## src/rtl/mux_arb_pkg.sv

```systemverilog
// Shared constants and helpers for the arbitrated N-input multiplexer.
package mux_arb_pkg;

    localparam int MUX_ARB_MAX_N = 16;

    // Encodes a one-hot (or all-zero) vector into the index of its set bit.
    function automatic logic [3:0] onehot_to_idx(input logic [MUX_ARB_MAX_N-1:0] oh);
        logic [3:0] idx;
        idx = '0;
        for (int i = 0; i < MUX_ARB_MAX_N; i++) begin
            if (oh[i]) idx = idx | 4'(i);
        end
        return idx;
    endfunction

endpackage

```

## src/rtl/rr_picker.sv

```systemverilog
// Combinational picker: first requesting channel at or after ptr, wrapping at N.
module rr_picker
    import mux_arb_pkg::*;
#(
    parameter  int N    = 4,
    localparam int SELW = $clog2(N)
) (
    input  logic [N-1:0]    req,
    input  logic [SELW-1:0] ptr,
    output logic [N-1:0]    gnt_onehot,
    output logic [SELW-1:0] gnt_idx,
    output logic            any
);

    logic                     found;
    logic [MUX_ARB_MAX_N-1:0] oh_ext;

    // Two passes: indices ptr..N-1 first, then 0..ptr-1, so the wrap is at N.
    always_comb begin
        gnt_onehot = '0;
        found      = 1'b0;
        for (int i = 0; i < N; i++) begin
            if (!found && req[i] && (i >= int'(ptr))) begin
                gnt_onehot[i] = 1'b1;
                found         = 1'b1;
            end
        end
        for (int i = 0; i < N; i++) begin
            if (!found && req[i] && (i < int'(ptr))) begin
                gnt_onehot[i] = 1'b1;
                found         = 1'b1;
            end
        end
    end

    always_comb begin
        oh_ext         = '0;
        oh_ext[N-1:0]  = gnt_onehot;
        gnt_idx        = SELW'(onehot_to_idx(oh_ext));
    end

    assign any = |req;

endmodule

```

## src/rtl/mux_arb_n.sv

```systemverilog
// N-input arbitrated mux with valid/ready handshakes and one registered output stage.
// Build option: define MUX_ARB_RR_EN for round-robin; otherwise lowest index wins.
module mux_arb_n
    import mux_arb_pkg::*;
#(
    parameter  int N    = 4,
    parameter  int W    = 32,
    localparam int SELW = $clog2(N)
) (
    input  logic            CLK,
    input  logic            RST,
    input  logic [N*W-1:0]  IN_DATA,
    input  logic [N-1:0]    IN_VALID,
    output logic [N-1:0]    IN_READY,
    input  logic [N-1:0]    EN_MASK,
    output logic [W-1:0]    OUT_DATA,
    output logic [SELW-1:0] OUT_SEL,
    output logic            OUT_VALID,
    input  logic            OUT_READY
);

    if (N < 2 || N > MUX_ARB_MAX_N || W < 1) begin : g_bad_param
        $error("mux_arb_n: N must be 2..%0d and W at least 1", MUX_ARB_MAX_N);
    end

    logic [N-1:0]    req;
    logic [N-1:0]    gnt_onehot;
    logic [SELW-1:0] gnt_idx;
    logic [SELW-1:0] ptr;
    logic            any;
    logic            load;
    logic            take;
    logic [W-1:0]    sel_data;

    logic            vld_p0;
    logic [W-1:0]    data_p0;
    logic [SELW-1:0] sel_p0;

    assign req      = IN_VALID & EN_MASK;
    assign load     = !vld_p0 || OUT_READY;
    assign take     = load && any && !RST;
    assign IN_READY = take ? gnt_onehot : '0;

    rr_picker #(.N(N)) u_picker (
        .req        (req),
        .ptr        (ptr),
        .gnt_onehot (gnt_onehot),
        .gnt_idx    (gnt_idx),
        .any        (any)
    );

    always_comb begin
        sel_data = '0;
        for (int i = 0; i < N; i++) begin
            if (gnt_onehot[i]) sel_data = sel_data | IN_DATA[i*W +: W];
        end
    end

`ifdef MUX_ARB_RR_EN
    logic [SELW-1:0] ptr_p0;

    always_ff @(posedge CLK) begin
        if (RST) begin
            ptr_p0 <= '0;
        end else if (take) begin
            ptr_p0 <= (gnt_idx == SELW'(N-1)) ? '0 : gnt_idx + SELW'(1);
        end
    end

    assign ptr = ptr_p0;
`else
    assign ptr = '0;
`endif

    // Output stage: loads when empty or draining; an empty request set drains the slot.
    always_ff @(posedge CLK) begin
        if (RST) begin
            vld_p0  <= 1'b0;
            data_p0 <= '0;
            sel_p0  <= '0;
        end else if (load) begin
            vld_p0 <= any;
            if (any) begin
                data_p0 <= sel_data;
                sel_p0  <= gnt_idx;
            end
        end
    end

    assign OUT_VALID = vld_p0;
    assign OUT_DATA  = data_p0;
    assign OUT_SEL   = sel_p0;

endmodule

```

## config.mk

```make
export PLATFORM = sky130hd
export DESIGN_NAME = mux_arb_n
export DESIGN_NICKNAME = d
export VERILOG_FILES = /design/src/rtl/mux_arb_pkg.sv /design/src/rtl/rr_picker.sv /design/src/rtl/mux_arb_n.sv
export SDC_FILE = /design/constraint.sdc
export NUM_CORES = 1
export LEC_CHECK = 0
export ABC_CLOCK_PERIOD_IN_PS = 1700
export CORE_MARGIN = 2
export CORE_UTILIZATION = 32
export CTS_CLUSTER_SIZE = 16
export DETAILED_ROUTE_END_ITERATION = 7
export PLACE_DENSITY_LB_ADDON = 0.05
export SLEW_MARGIN = 40
export SYNTH_ARGS = -nofsm -noshare
export SYNTH_HDL_FRONTEND = slang
export SYNTH_HIERARCHICAL = 1
export SYNTH_SLANG_ARGS = --single-unit
```

## constraint.sdc

```tcl
create_clock -name CLK -period 1.7 [get_ports CLK]
set_clock_uncertainty 0.1 [all_clocks]
set_input_delay 0.34 -clock CLK [delete_from_list [all_inputs] [get_ports CLK]]
set_output_delay 0.34 -clock CLK [all_outputs]
set_load 0.1 [all_outputs]
```

# Word-level counts from Yosys, hierarchy flattened

Index checks and enable logic that the tools add are counted.

Register bits after elaboration: 35
Bits of input ports: 139
Output and inout bits: 39
Logic and storage cells: 34

Muxes and demuxes: 14
Bitwise gates (word level): 4
Reduce and logical (&&, ||, !) cells: 13

Operators by type and width:

| operator            | count |
|---|---|
| $mux W32            | 4 |
| $or A32 B32 Y32     | 3 |
| $mux W1             | 7 |
| $logic_and A1 B1 Y1 | 5 |
| $logic_not A1 Y1    | 5 |
| $and A4 B4 Y4       | 1 |
| $mux W2             | 2 |
| $mux W4             | 1 |
| $reduce_or A4 Y1    | 1 |
| $reduce_and A2 Y1   | 1 |
| $logic_or A1 B1 Y1  | 1 |

# Longest topological paths before layout

Depth in word-level cells: 12
Depth in mapped cells: 8
Gate-level depth less buffers: 6

# Modules after synthesis

Netlist, hierarchy kept.

Modules (own cells, without submodules):

| module    | instances | cells each | area each (sq um) | sequential area each (sq um) |
|---|---|---|---|---|
| mux_arb_n | 1         | 215        | 2,353.5           | 700.7 |
| rr_picker | 1         | 31         | 200.2             | 0.0 |

# Worst setup path before layout

OpenSTA, ideal clock, no wires.

Path type: register to output
From: register vld_p0, in the netlist OUT_VALID
To: output IN_READY[0]
Arrival time: 2.457 ns
Required time: 1.260 ns
Path slack: -1.197 ns
Cell stages (with the launch flop): 6
Buffers on the path: 2
Path through: dfxtp_1 -> nand2b_2 -> buf_12 -> buf_12 -> nand2_2 -> nor3b_2

Cells in the longest elaborated chain, start to end: 5

Ends and longest elaborated chain:

| element                           | line            | RTL |
|---|---|---|
| start, declared                   | mux_arb_n.sv:35 | `logic vld_p0;` |
| start signal, assigned            | mux_arb_n.sv:82 | `vld_p0 <= any;` |
| $logic_not A1 Y1                  | mux_arb_n.sv:40 | `assign load = !vld_p0 \|\| OUT_READY;` |
| $logic_or A1 B1 Y1                | mux_arb_n.sv:40 |  |
| $logic_and A1 B1 Y1 (2 in series) | mux_arb_n.sv:41 | `assign take = load && any && !RST;` |
| $mux W4                           | mux_arb_n.sv:42 | `assign IN_READY = take ? gnt_onehot : '0;` |
| end, declared                     | mux_arb_n.sv:14 | `output logic [N-1:0] IN_READY,` |

Every way passes these cells.

# Worst setup path after layout

From: input EN_MASK[0]
To: output IN_READY[2]

Cells in the longest elaborated chain, start to end: 9
Elaborated cells between the ends (all ways): 12
Classes of those cells: 4 x mux; 1 x bitwise; 7 x reduce/logical

Ends and longest elaborated chain:

| element                 | line            | RTL |
|---|---|---|
| start, declared         | mux_arb_n.sv:15 | `input logic [N-1:0] EN_MASK,` |
| $and A4 B4 Y4 (*)       | mux_arb_n.sv:39 | `assign req = IN_VALID & EN_MASK;` |
| net req[0]              | mux_arb_n.sv:26 | `logic [N-1:0] req;` |
| $mux W1 (*)             | rr_picker.sv:23 | `if (!found && req[i] && (i >= int'(ptr))) begin` |
| $logic_not A1 Y1        | rr_picker.sv:23 |  |
| $logic_and A1 B1 Y1     | rr_picker.sv:23 |  |
| $mux W1 (*)             | rr_picker.sv:23 |  |
| $logic_not A1 Y1 (*)    | rr_picker.sv:23 |  |
| $logic_and A1 B1 Y1 (*) | rr_picker.sv:23 |  |
| $mux W1 (*)             | rr_picker.sv:23 |  |
| net gnt_onehot[2]       | mux_arb_n.sv:27 | `logic [N-1:0] gnt_onehot;` |
| $mux W4 (*)             | mux_arb_n.sv:42 |  |

The timed path passes the listed nets; every way through them passes the cells marked *.

==> flow_metrics.tcl <==
set metrics [dict create \
    layout.nets 578 \
    top_layer_used "met4" \
    synthSimpleGateAreaFrac_pct 7.50 \
    rows 32 \
    initial_utilization_pct 33.0 \
    cp.arrival_ns 1.43 \
    p_total_w 0.00380 \
    ys_ff_latch 35 \
    fin_crit_ns 1.87 \
    grt_max_degree 33 \
    overflow 0 \
    num_antenna_cells 0 \
    yosys_warnings 6 \
    drc 0 \
    critPathRequiredTime_ns 1.26 \
    route.met3.wl_um 808 \
    yosys.area_share.xor_xnor_pct 0 \
    cts-root-buf "clkbuf_8" \
    vdd_drop_max_mv 0.318 \
    timing.final.hold_violations 0 \
    min_path_cells 2 \
    grt_pass1_wl_um 14400 \
    syn_area_per_cell_um2 10.4 \
    synthToLayoutAreaGrowth_pct 99.4 \
    postLayoutCellArea_um2 5090 \
    cellLeakagePower_nw 1.82 \
    vias_per_cell 5.21 \
    post-route-util_pct 65.9 \
    path_class "input port to output port" \
    rsz0062_at_grt "yes" \
    ctsHoldBuffers 0 \
    met1_length_um 3840 \
    ff2ff_path_depth 6 \
    syn-cell-area_um2 2550 \
    cts_buffers 5 \
    clk_pin_slew_worst_paths_ns 0.07 \
    setup_violations 4 \
    outcome "finished with violations" \
    ys_seq_area_share_pct 27.4 \
    drv_cap 0 \
    worstSetupStartpointType "input port" \
    fmax_mhz 533 \
    cts_tree "done" \
    synthAdderAreaFrac_pct 0 \
    synth_top_family_by_area "compound AO/OA/AOI/OAI gates" \
    grt_use_total_pct 21.2 \
    dp_hpwl_um 7190 \
    power_density_nw_per_um2 746 \
    fin_ws_ns -0.175 \
    worstHoldPathType "flip-flop to flip-flop" \
    die_area_um2 8710 \
    timing.hold.ws_ns 0.431 \
    die_w_um 93.3 \
    core_um2 7730 \
    drv_slew 0 \
    synth_compound_area_share_pct 52.7 \
    vias 2825 \
    post_drt_wl_per_cell_um 17.6 \
    drive_above_1_share_pct 39.5 \
    io_buffers 177 \
    cp_max_fo 6 \
    wl_met2_um 4770 \
    endpoint_kind "output port" \
    totalWireLength_um 9540 \
    fin_crit_sh_pct 110 \
    pin_count 178 \
    violations "negative setup slack" \
    synthCells 246 \
    die_h_um 93.3 \
    routabilityCongestion 0.765 \
    cts-htree-levels 2 \
    synth_cell_type_count 33 \
    place_area_um2 4890 \
    antenna_found_initial 0 \
    grt_pass1_vias 2839 \
    cts.sinks 35 \
    cts_max_path_buffers 2 \
    insertion_delay_ns 0.28 \
    drtAntennaViolNets 0 \
    drt_iter0_markers 91 \
    synth_mux_area_share_pct 0 \
    drtPass1Iterations 4 \
]
timing repair:
action	in CTS	in global routing
endpoints found under the setup margin	38	20
pin swaps	17	9
setup buffers	9	0
resized for setup	36	3
through the flow:
stage | TNS (ns) | setup slack [ns] | std cells
2_1_floorplan | -2.44 | -0.636 | 254
3_3_place_gp | -17.42 | -0.502 | 525
3_5_place_dp | -19.15 | -0.566 | 525
4_1_cts | -0.580 | -0.191 | 542
5_1_grt | -0.623 | -0.202 | 542
6_report | -0.479 | -0.175 | 542
worst paths after layout:
| kind | endpoint | slack [ns] | from |
|---|---|---|---|
| setup / recovery | IN_READY[2] | -0.17 | EN_MASK[0] |
| hold / removal | OUT_SEL[0] | 0.43 | OUT_SEL[0] |
| setup reg to reg | OUT_DATA[16] | 0.27 | OUT_VALID |
| hold reg to reg | OUT_SEL[0] | 0.43 | OUT_SEL[0] |
registers in the layout, indices dropped and copies added (netlist names):
register   count
OUT_SEL        2
OUT_VALID      1
OUT_DATA      32
cell families (layout without fill, tap and decap cells):
family,after synthesis,after routing
AND/OR/NAND/NOR,25,25
flip-flops,35,35
buffers and inverters,36,222
AO/OA/AOI/OAI,149,149
other,1,9
layer usage:
metal	GRT usage, %	vias up
li1	-	1369
met1	24.3	1317
met2	38.4	126
met3	5.96	13
met4	5.39	0
met5	0	-
cells in the final DEF (no fill, tap or decap), types with 2 or more instances in the layout:
| master | Yosys | final |
|---|---|---|
| buf_2 | 17 | 6 |
| nor2_2 | 1 | 2 |
| and2_4 | 0 | 4 |
| buf_6 | 3 | 4 |
| nor2_4 | 0 | 2 |
| inv_4 | 1 | 2 |
| inv_1 | 3 | 2 |
| nand2b_4 | 1 | 3 |
| clkbuf_8 | 1 | 7 |
| a311oi_1 | 2 | 2 |
| nor3b_4 | 0 | 4 |
| nand3_1 | 2 | 2 |
| o21ai_0 | 6 | 4 |
| a311oi_2 | 31 | 31 |
| a22oi_1 | 64 | 64 |
| a21oi_1 | 14 | 14 |
| conb_1 | 1 | 9 |
| buf_12 | 7 | 44 |
| a21oi_2 | 27 | 26 |
| clkdlybuf4s50_1 | 0 | 128 |
| dfxtp_1 | 35 | 34 |
| o21ai_2 | 0 | 2 |
| buf_4 | 2 | 27 |
| nand2_1 | 3 | 2 |
critical path, cell delays in order:
cell and delay, ns:
buf_6 0.09, and2_4 0.18, nor2_4 0.10, o21ai_2 0.09
a21boi_4 0.17, nor3b_4 0.25, buf_12 0.21
cell type report:
| class | instances | area [um^2] |
|---|---|---|
| multi-input combinational | 183 | 1690 |
| inverter | 4 | 20.0 |
| timing repair buffer | 210 | 2450 |
| fill | 629 | 2640 |
| clock inverter | 1 | 7.51 |
| sequential | 35 | 702 |
| clock buffer | 7 | 96.3 |
| tap | 102 | 128 |
power by group:
group	internal, W	total (W)	switching (W)
sequential	0.000912	0.00102	0.000108
clock	0.000369	0.000689	0.000320
combinational	0.000932	0.00209	0.00116
Yosys cell counts, drive strengths merged:
cell type  instances  area, um^2
a22oi             64         480
a21oi             41         307
dfxtp             35         701
a311oi            33         483
buf               29         274
nor2               6        41.3
o21ai              6        30.0
and2               4        25.0
inv                4        17.5
nand2              4        17.5
nor3b              4        50.1
clkbuf             3        21.3
nand2b             3        31.3
nand3              2        10.0
a211oi             1        12.5
a21boi             1        7.51
a21o               1        7.51
and2b              1        10.0
conb               1        3.75
nor2b              1        6.26
o211a              1        10.0
o21a               1        7.51
Note: power is estimated with default switching activity, not from simulation.
==> RTL change (same flow settings) <==
Build with the macro `MUX_ARB_RR_EN` defined.
--- a/src/rtl/mux_arb_n.sv
+++ b/src/rtl/mux_arb_n.sv
@@ -2,2 +2,4 @@
 // Build option: define MUX_ARB_RR_EN for round-robin; otherwise lowest index wins.
+`define MUX_ARB_RR_EN
+
 module mux_arb_n
Check against the original RTL: not equivalent (a bounded check fails within 4 cycles, from zero or initial values and one cycle with RST high).
==> RTL change against the unedited design <==
The run still ends with negative setup slack left; setup slack worse by 0.20 ns; critical path type unchanged; combinational power rose by 11%; sequential power rose by 6%; design area is 4.2% higher; routed wire length grew 23%; sequential cell count increased by 2; largest cell class unchanged; highest routed layer unchanged; total power up 6.6%; cell count decreased by 2.0%; non-clock buffer count grew 15; first-iteration DRC count up 62%; area after synthesis decreased by 15%.
==> RTL change: results (changes against the unedited design) <==
status=finished with violations (unchanged); violated checks=negative setup slack (unchanged); IO Port Bufs=177 (unchanged); Post-Synthesis Cells=255 (was 246); Nets=594 (was 578); Post-Place Worst Slack=-0.6475 ns (was -0.5657 ns); hold crit path type=reg2reg (unchanged); total CTS buffers=5 (unchanged); Int Power=2353 µW (was 2213 µW); layout cell share with drive strength beyond 1=0.3458 (was 0.3955); Post-synth ARST share=0 (unchanged); Yosys cell types=32 (was 33); initial drt markers=147 (was 91); slew margin rel.=0.7356; endpoints failing setup=37 (was 4); aggregate global-route resource usage=0.2673 (was 0.2117); post-detail-place hpwl=7107 µm (was 7185 µm); Mapped Nets=a little under 400; Hold Crit Depth=2 (unchanged); antenna violations before repair=0 (unchanged); GPL Wtd Cong=0.7971 (was 0.7648); peak supply drop=0.0004583 V (was 0.0003179 V); placed insts=498 (was 525); Total Wirelength=11700 µm (was 9542 µm); first-pass GRT wire length=15460 µm (was 14350 µm); top cells by area, synth=dfxtp_1, a22oi_1, a311oi_1, a21oi_1, clkbuf_1 (was dfxtp_1, a22oi_1, a311oi_2, a21oi_2, buf_12); antenna-violating nets left=0 (unchanged); PnR worst setup slack=-0.3745 ns (was -0.1749 ns); Clk pin slew, worst setup/hold paths=0.07 ns (about the same); Synth Flop Type=dfxtp_1 (unchanged); setup TNS=-5.718 ns (was -0.4788 ns); CTS Buffer Depth=2 (unchanged); Critical Path AT=1.63 ns (was 1.43 ns); Root Buffer=clkbuf_8 (unchanged); H-tree depth=2 (unchanged); DRC Markers=0 (unchanged); Post-synth top cells=a22oi_1, a21oi_1, dfxtp_1 (was a22oi_1, dfxtp_1, a311oi_2); worst-path fanout max=6 (unchanged); Antenna diodes=0 (unchanged); leakage=0.001943 µW (was 0.001819 µW); Ys Warns=6 (unchanged); Initial DRT Pass Iterations=5 (was 4); max reg flops=32 (unchanged); R2R depth=7 (was 6); vias per cell=6.013 (was 5.212); Seq/Total Area, Yosys=0.3430 (was 0.2744); Finished Layout Cells=531 (was 542); worst skew pair latency=0.29 ns; largest net degree at the start of global routing=37 (was 33)
## RTL change: changes by cell type in the layout (fill, tap and decap cells not counted), moves of 5 or more
cell / change
a22oi_2: +15
buf_4: -8
a21oi_2: -21
clkbuf_16: +5
buf_6: +7
a21oi_1: +23
a311oi_2: -24
conb_1: -9
a311oi_1: +23
a22oi_1: -15
## RTL change: area by class of cell
type	count	area (µm²)
Fill cell	379	1115
Sequential cell	37	752.0
Tap cell	77	96.34
Timing Repair Buffer	225	2804
Multi-Input combinational cell	181	1549
Inverter	4	20.02
Clock buffer	7	86.33
## RTL change: power by group through the flow
stage	logic [µW]	registers, µW	clock network (µW)
final	2330	1080	634
after global routing	2400	1090	688
after CTS	2110	1080	642
after detailed placement	1990	1090	0
after global placement	1970	1090	0
after floorplan	478	1710	0
## RTL change: final timing paths
path | start | to | slack [ns]
worst max-delay path | IN_VALID[0] | IN_READY[2] | -0.37
worst min register to register | ptr[1] | ptr[1] | 0.45
worst min-delay path | ptr[1] | ptr[1] | 0.45
worst max register to register | ptr[0] | ptr[0] | -0.24
## RTL change: what timing repair did
action | in CTS | in global routing
gates resized for setup | 57 | 54
pin swaps | 19 | 30
hold buffers | 0 | 0
cloned | 3 | 8
setup endpoints to repair | 40 | 39
setup buffers | 14 | 3
## RTL change: stage by stage
stage               utilization  hold WS (ns)  cell area, µm²
floorplan                     -        0.3756            2301
global placement         0.7025        0.3800            4512
detailed placement       0.7025        0.4005            4512
CTS                      0.7619        0.4157            4893
global route             0.8264        0.4749            5308
finish                   0.8264        0.4463            5308
## RTL change: cells by family after synthesis
kind of cell / after synthesis / synth area share
AO/OA/AOI/OAI: 153 / 0.5000
adder cells (fa/ha/maj): 1 / 0.005793
buffers and inverters: 37 / 0.07705
flip-flops: 37 / 0.3430
AND/OR/NAND/NOR: 27 / 0.07416
## RTL change: layer usage
metal	part of all wire	track usage	routed length [µm]
met4	0.028	0.08947	323
met5	0	0	0
met3	0.093	0.07411	1089
met2	0.52	0.5067	6106
met1	0.36	0.2804	4184
## RTL change: critical path: stages
cell	delay, ns
clkdlybuf4s15_1	0.17
and2_4	0.20
nor2_4	0.17
o21ai_1	0.11
a21boi_2	0.17
nor3b_4	0.25
buf_12	0.21
